[config.mk]
export PLATFORM = sky130hd
export DESIGN_NAME = voice_allocator
export DESIGN_NICKNAME = d
export VERILOG_FILES = /design/src/rtl/voice_allocator.sv
export SDC_FILE = /design/constraint.sdc
export NUM_CORES = 1
export LEC_CHECK = 0
export CAP_MARGIN = 20
export CORE_MARGIN = 10
export CORE_UTILIZATION = 51
export DETAILED_ROUTE_END_ITERATION = 7
export HOLD_SLACK_MARGIN = 0.15
export PLACE_DENSITY = 0.81
export SYNTH_ARGS = -nofsm -noshare
export SYNTH_HDL_FRONTEND = slang
export SYNTH_SLANG_ARGS = --single-unit
[constraint.sdc]
create_clock -name clk -period 4.75 [get_ports clk]
set_input_delay 0.95 -clock clk [delete_from_list [all_inputs] [get_ports clk]]
set_output_delay 0.95 -clock clk [all_outputs]
set_load 0.05 [all_outputs]
[src/rtl/voice_allocator.sv]
`default_nettype none
// ============================================================================
// Module      : voice_allocator
// Description : Polyphony scheduler; hands each note event to a free
//               note_player voice and counts beats for wait events.
//               Optional voice stealing is enabled by defining VOICE_STEAL_EN.
// Revision    : 1.0 - initial release
// ============================================================================
module voice_allocator #(
    parameter int NUM_VOICES = 3
) (
    input  logic                      clk,
    input  logic                      reset,
    input  logic                      play,
    input  logic                      beat,
    input  logic                      ev_valid,
    output logic                      ev_ready,
    input  logic                      ev_is_wait,
    input  logic [5:0]                ev_note,
    input  logic [5:0]                ev_duration,
    output logic [6*NUM_VOICES-1:0]   note_to_load,
    output logic [6*NUM_VOICES-1:0]   duration_to_load,
    output logic [NUM_VOICES-1:0]     load_new_note,
    input  logic [NUM_VOICES-1:0]     done_with_note,
    output logic [NUM_VOICES-1:0]     voice_busy,
    output logic                      waiting
);

    localparam int       C_PTR_W = (NUM_VOICES > 1) ? $clog2(NUM_VOICES) : 1;
    localparam logic [0:0] S_RUN  = 1'b0;
    localparam logic [0:0] S_WAIT = 1'b1;

    logic [0:0]            r_state;
    logic [0:0]            w_state_next;
    logic [5:0]            r_wait_cnt;
    logic [NUM_VOICES-1:0] r_busy;
    logic [NUM_VOICES-1:0] r_load;
    logic [1:0]            r_hold [NUM_VOICES];
    logic [5:0]            r_note [NUM_VOICES];
    logic [5:0]            r_dur  [NUM_VOICES];

    logic                  w_any_free;
    logic                  w_can_alloc;
    logic                  w_handshake;
    logic                  w_accept_note;
    logic                  w_accept_wait;
    logic                  w_start_wait;
    logic [C_PTR_W-1:0]    w_target;
    logic [NUM_VOICES-1:0] w_load_vec;

    assign w_any_free    = |(~r_busy);
    assign w_handshake   = ev_valid & ev_ready;
    assign w_accept_note = w_handshake & ~ev_is_wait & (ev_note != 6'd0);
    assign w_accept_wait = w_handshake & ev_is_wait;
    assign w_start_wait  = w_accept_wait & (ev_duration != 6'd0);

`ifdef VOICE_STEAL_EN
    logic [C_PTR_W-1:0] r_steal_ptr;

    assign w_can_alloc = 1'b1;

    // Only steals advance the pointer; normal allocations leave it alone.
    always_ff @(posedge clk) begin
        if (reset) begin
            r_steal_ptr <= '0;
        end else if (w_accept_note && !w_any_free) begin
            if (r_steal_ptr == C_PTR_W'(NUM_VOICES - 1))
                r_steal_ptr <= '0;
            else
                r_steal_ptr <= r_steal_ptr + C_PTR_W'(1);
        end
    end
`else
    assign w_can_alloc = w_any_free;
`endif

    // Lowest-index free voice wins; falls back to the steal pointer when full.
    always_comb begin
        w_target = '0;
`ifdef VOICE_STEAL_EN
        w_target = r_steal_ptr;
`endif
        for (int i = NUM_VOICES - 1; i >= 0; i--) begin
            if (!r_busy[i])
                w_target = C_PTR_W'(i);
        end
    end

    always_comb begin
        w_load_vec = '0;
        for (int i = 0; i < NUM_VOICES; i++)
            w_load_vec[i] = w_accept_note && (w_target == C_PTR_W'(i));
    end

    // FSM: state register
    always_ff @(posedge clk) begin
        if (reset)
            r_state <= S_RUN;
        else
            r_state <= w_state_next;
    end

    // FSM: next-state logic
    always_comb begin
        w_state_next = r_state;
        case (r_state)
            S_RUN:   if (w_start_wait) w_state_next = S_WAIT;
            S_WAIT:  if (play && beat && r_wait_cnt == 6'd1) w_state_next = S_RUN;
            default: w_state_next = S_RUN;
        endcase
    end

    // FSM: outputs
    always_comb begin
        waiting  = (r_state == S_WAIT);
        ev_ready = play & ~reset & (r_state == S_RUN) & w_can_alloc;
    end

    always_ff @(posedge clk) begin
        if (reset)
            r_wait_cnt <= 6'd0;
        else if (r_state == S_RUN && w_start_wait)
            r_wait_cnt <= ev_duration;
        else if (r_state == S_WAIT && play && beat)
            r_wait_cnt <= r_wait_cnt - 6'd1;
    end

    // hold masks the previous note's done flag while the voice timer reloads.
    always_ff @(posedge clk) begin
        if (reset) begin
            r_busy <= '0;
            r_load <= '0;
            for (int i = 0; i < NUM_VOICES; i++) begin
                r_hold[i] <= 2'd0;
                r_note[i] <= 6'd0;
                r_dur[i]  <= 6'd0;
            end
        end else begin
            for (int i = 0; i < NUM_VOICES; i++) begin
                r_load[i] <= w_load_vec[i];
                if (w_load_vec[i]) begin
                    r_note[i] <= ev_note;
                    r_dur[i]  <= ev_duration;
                    r_busy[i] <= 1'b1;
                    r_hold[i] <= 2'd2;
                end else begin
                    if (r_hold[i] != 2'd0)
                        r_hold[i] <= r_hold[i] - 2'd1;
                    if (r_hold[i] == 2'd0 && done_with_note[i])
                        r_busy[i] <= 1'b0;
                end
            end
        end
    end

    generate
        for (genvar g = 0; g < NUM_VOICES; g++) begin : g_pack
            assign note_to_load[6*g +: 6]     = r_note[g];
            assign duration_to_load[6*g +: 6] = r_dur[g];
        end
    endgenerate

    assign load_new_note = r_load;
    assign voice_busy    = r_busy;

endmodule
`default_nettype wire

==> metrics.txt <==
Critical Path AT between 2 and 3 ns; PostCTS Resize Cnt 0; post-synthesis mux area share 0; Nets 267; clock skew 0.00428 ns; worst hold path class register to register; Startpoint Class primary input; Switching Fraction 0.291; height of the die 86.9 um; Post-Route Utilization 0.702; critical path type primary input to primary output; crit end category primary output; largest family of logic cells by synthesized area simple AND/OR/NAND/NOR gates; die area between 7000 and 8000 um2; worst path required time 3.80 ns; Synth area leaders edfxtp_1 (55%), dfxtp_1 (11%), ha_1 (2.7%), inv_1 (2.5%), and3_1 (2.2%); post-synthesis compound-gate area fraction 0.0933; drc violations 0; ANT cells 0; Logic pwr share 0.225; Initial Util 0.524; Clock Latency Late Sink 0.30 ns; Flop pwr share 0.545; Synth Area in Simple Gates 0.171; final worst-path cycle share 0.825; maxcap violations 0; Final Wtd Congestion around 0.90; RSZ-0062 raised after global routing no; Port-buffer cells between 60 and 70; worst reg-to-reg setup slack 2.39 ns; Synth Flop Type edfxtp_1; synth unique cells 43; drt first pass iters 4; Yosys top cell area share 0.553; Synth Area in Adders 0.0274; synth warn 0; Layout fillers a little over 300; Hold Vio Cnt, Final 0; count leader, synth edfxtp_1; Syn Inst Count about 170; final period demand of the worst path 3.92 ns; Hold Buf Count CTS 0; Post-DP HPWL ~4.1 mm; outcome complete, no violations; H-tree depth 2; Leak approximately 1.2 nW; Post-synth ARST share 0; wire per inst 17.9 um; largest net degree at the start of global routing 17; worst-path fanout max 14; pwr/cell area approximately 350 nW/um2; Post-Synth XOR/XNOR Area 0.00384; met1 wire length about 2.2 mm; met2 routed WL ~2.4 mm; leading area contributor after synthesis edfxtp_1; Rows 24; Slew headroom 0.621; Clock Sinks 55; Slew Viols, Final 0; CTS root buf clkbuf_8; highest routed metal layer met4; first-pass GRT wire length between 8 and 9 mm; vias in the first global route 1625; Seq cells post-synth 55; Net Switching ~0.31 mW; VDD IR max approximately 220 uV; Clk pin slew, worst setup/hold paths ~0.090 ns; P_int between 0.7 and 0.8 mW; Setup TNS 0 ns; Worst-Margin Slew between 0.5 and 0.6 ns; Layout area overhead 34.1%; top post-synthesis cells by count edfxtp_1 (42), inv_1 (15), dfxtp_1 (13), nand2_1 (11); I/O pin count 65; multi-input logic area between 600 and 700 um2; routed wl met3 576 um; Mapped Area ~2300 um2; # setup viols final 0; Vias approximately 1600; Fmax 0.255 GHz; Seq/Total Area, Yosys 0.667; Detail Route Antenna Nets 0; Synth Area per Inst 13.2 um2; die width a little under 90 um; Routed Wire Length between 5 and 6 mm; Syn Nets just under 200; layout cells sized above 1 0.0785; DRT iter0 DRCs between 70 and 80; Total GRT Usage 0.137; Core Region 4350 um2; TritonCTS buffer count 5; Post-CTS Setup Inserts 0; register area 1520 um2; EDFF count, synth between 40 and 50; clk buf depth 2; vias per cell around 5.6; initial antenna violation count 0; Clock Power Share 0.229; CTS tree built; GRT overflow 0
placed cells by master, fill, tap and decap left out, types with 4 or more instances in the layout:
cell             instances
clkdlybuf4s50_1         64
inv_1                   15
nor2_1                   6
clkbuf_8                 5
ha_1                     5
nand3_1                  7
dfxtp_1                 13
a31oi_1                  4
nand2_1                 11
and3_1                   8
and2_1                   6
edfxtp_1                42
a21oi_1                  8
layer usage:
layer  GRT usage  up-vias
met3      0.0487        9
met5           0        -
met2       0.216       73
met4      0.0515        0
met1       0.167      777
li1            -      787
power groups by stage:
stage / sequential (mW) / combinational (mW) / clock [mW]
floorplan: 0.651 / 0.107 / 0
global placement: 0.597 / 0.237 / 0
detailed placement: 0.599 / 0.243 / 0
CTS: 0.588 / 0.244 / 0.252
global route: 0.593 / 0.268 / 0.272
finish: 0.588 / 0.243 / 0.247
worst max-delay path, cell delays in order:
cell and delay [ns]:
clkdlybuf4s50_1 0.39, buf_4 0.18, or3b_4 0.42, nor2_1 0.14, clkdlybuf4s50_1 0.87
flip-flops by register name, indices dropped and copies added (netlist names):
| signal | count |
|---|---|
| voice_busy | 3 |
| r_note | 18 |
| r_dur | 18 |
| r_hold | 6 |
| waiting | 1 |
| r_wait_cnt | 6 |
| load_new_note | 3 |
area by class of cell:
cell class / instances / share of cell area
clock buffer: 6 / 0.0237
multi-input combinational: 98 / 0.221
tap: 52 / 0.0213
timing repair buffer: 66 / 0.214
sequential: 55 / 0.498
inverter: 15 / 0.0184
clock inverter: 2 / 0.00409
kinds of logic after synthesis:
kind of cell,Yosys count
compound gates,31
buf+inv,20
simple gates,61
xor+xnor,1
fa+ha+maj,5
flops,55
worst paths after layout:
| check | depth (start not counted) | to | from |
|---|---|---|---|
| worst min-delay path | 2 | r_wait_cnt[4] | r_wait_cnt[4] |
| worst max register to register | 5 | r_dur[0][4] | waiting |
| worst max-delay path | 5 | ev_ready | reset |
| worst min register to register | 2 | r_wait_cnt[4] | r_wait_cnt[4] |
metrics by stage:
stage	cell area [um2]	power, mW	hold slack, ns	cells	worst slack, ns
floorplan	2280	0.758	0.472	173	1.73
global placement	2970	0.834	0.502	286	0.873
detailed placement	2970	0.842	0.505	286	0.846
CTS	3060	1.08	0.518	294	0.846
global route	3060	1.13	0.562	294	0.761
finish	3060	1.08	0.522	294	0.831
Power figures use the tool's default switching activity.
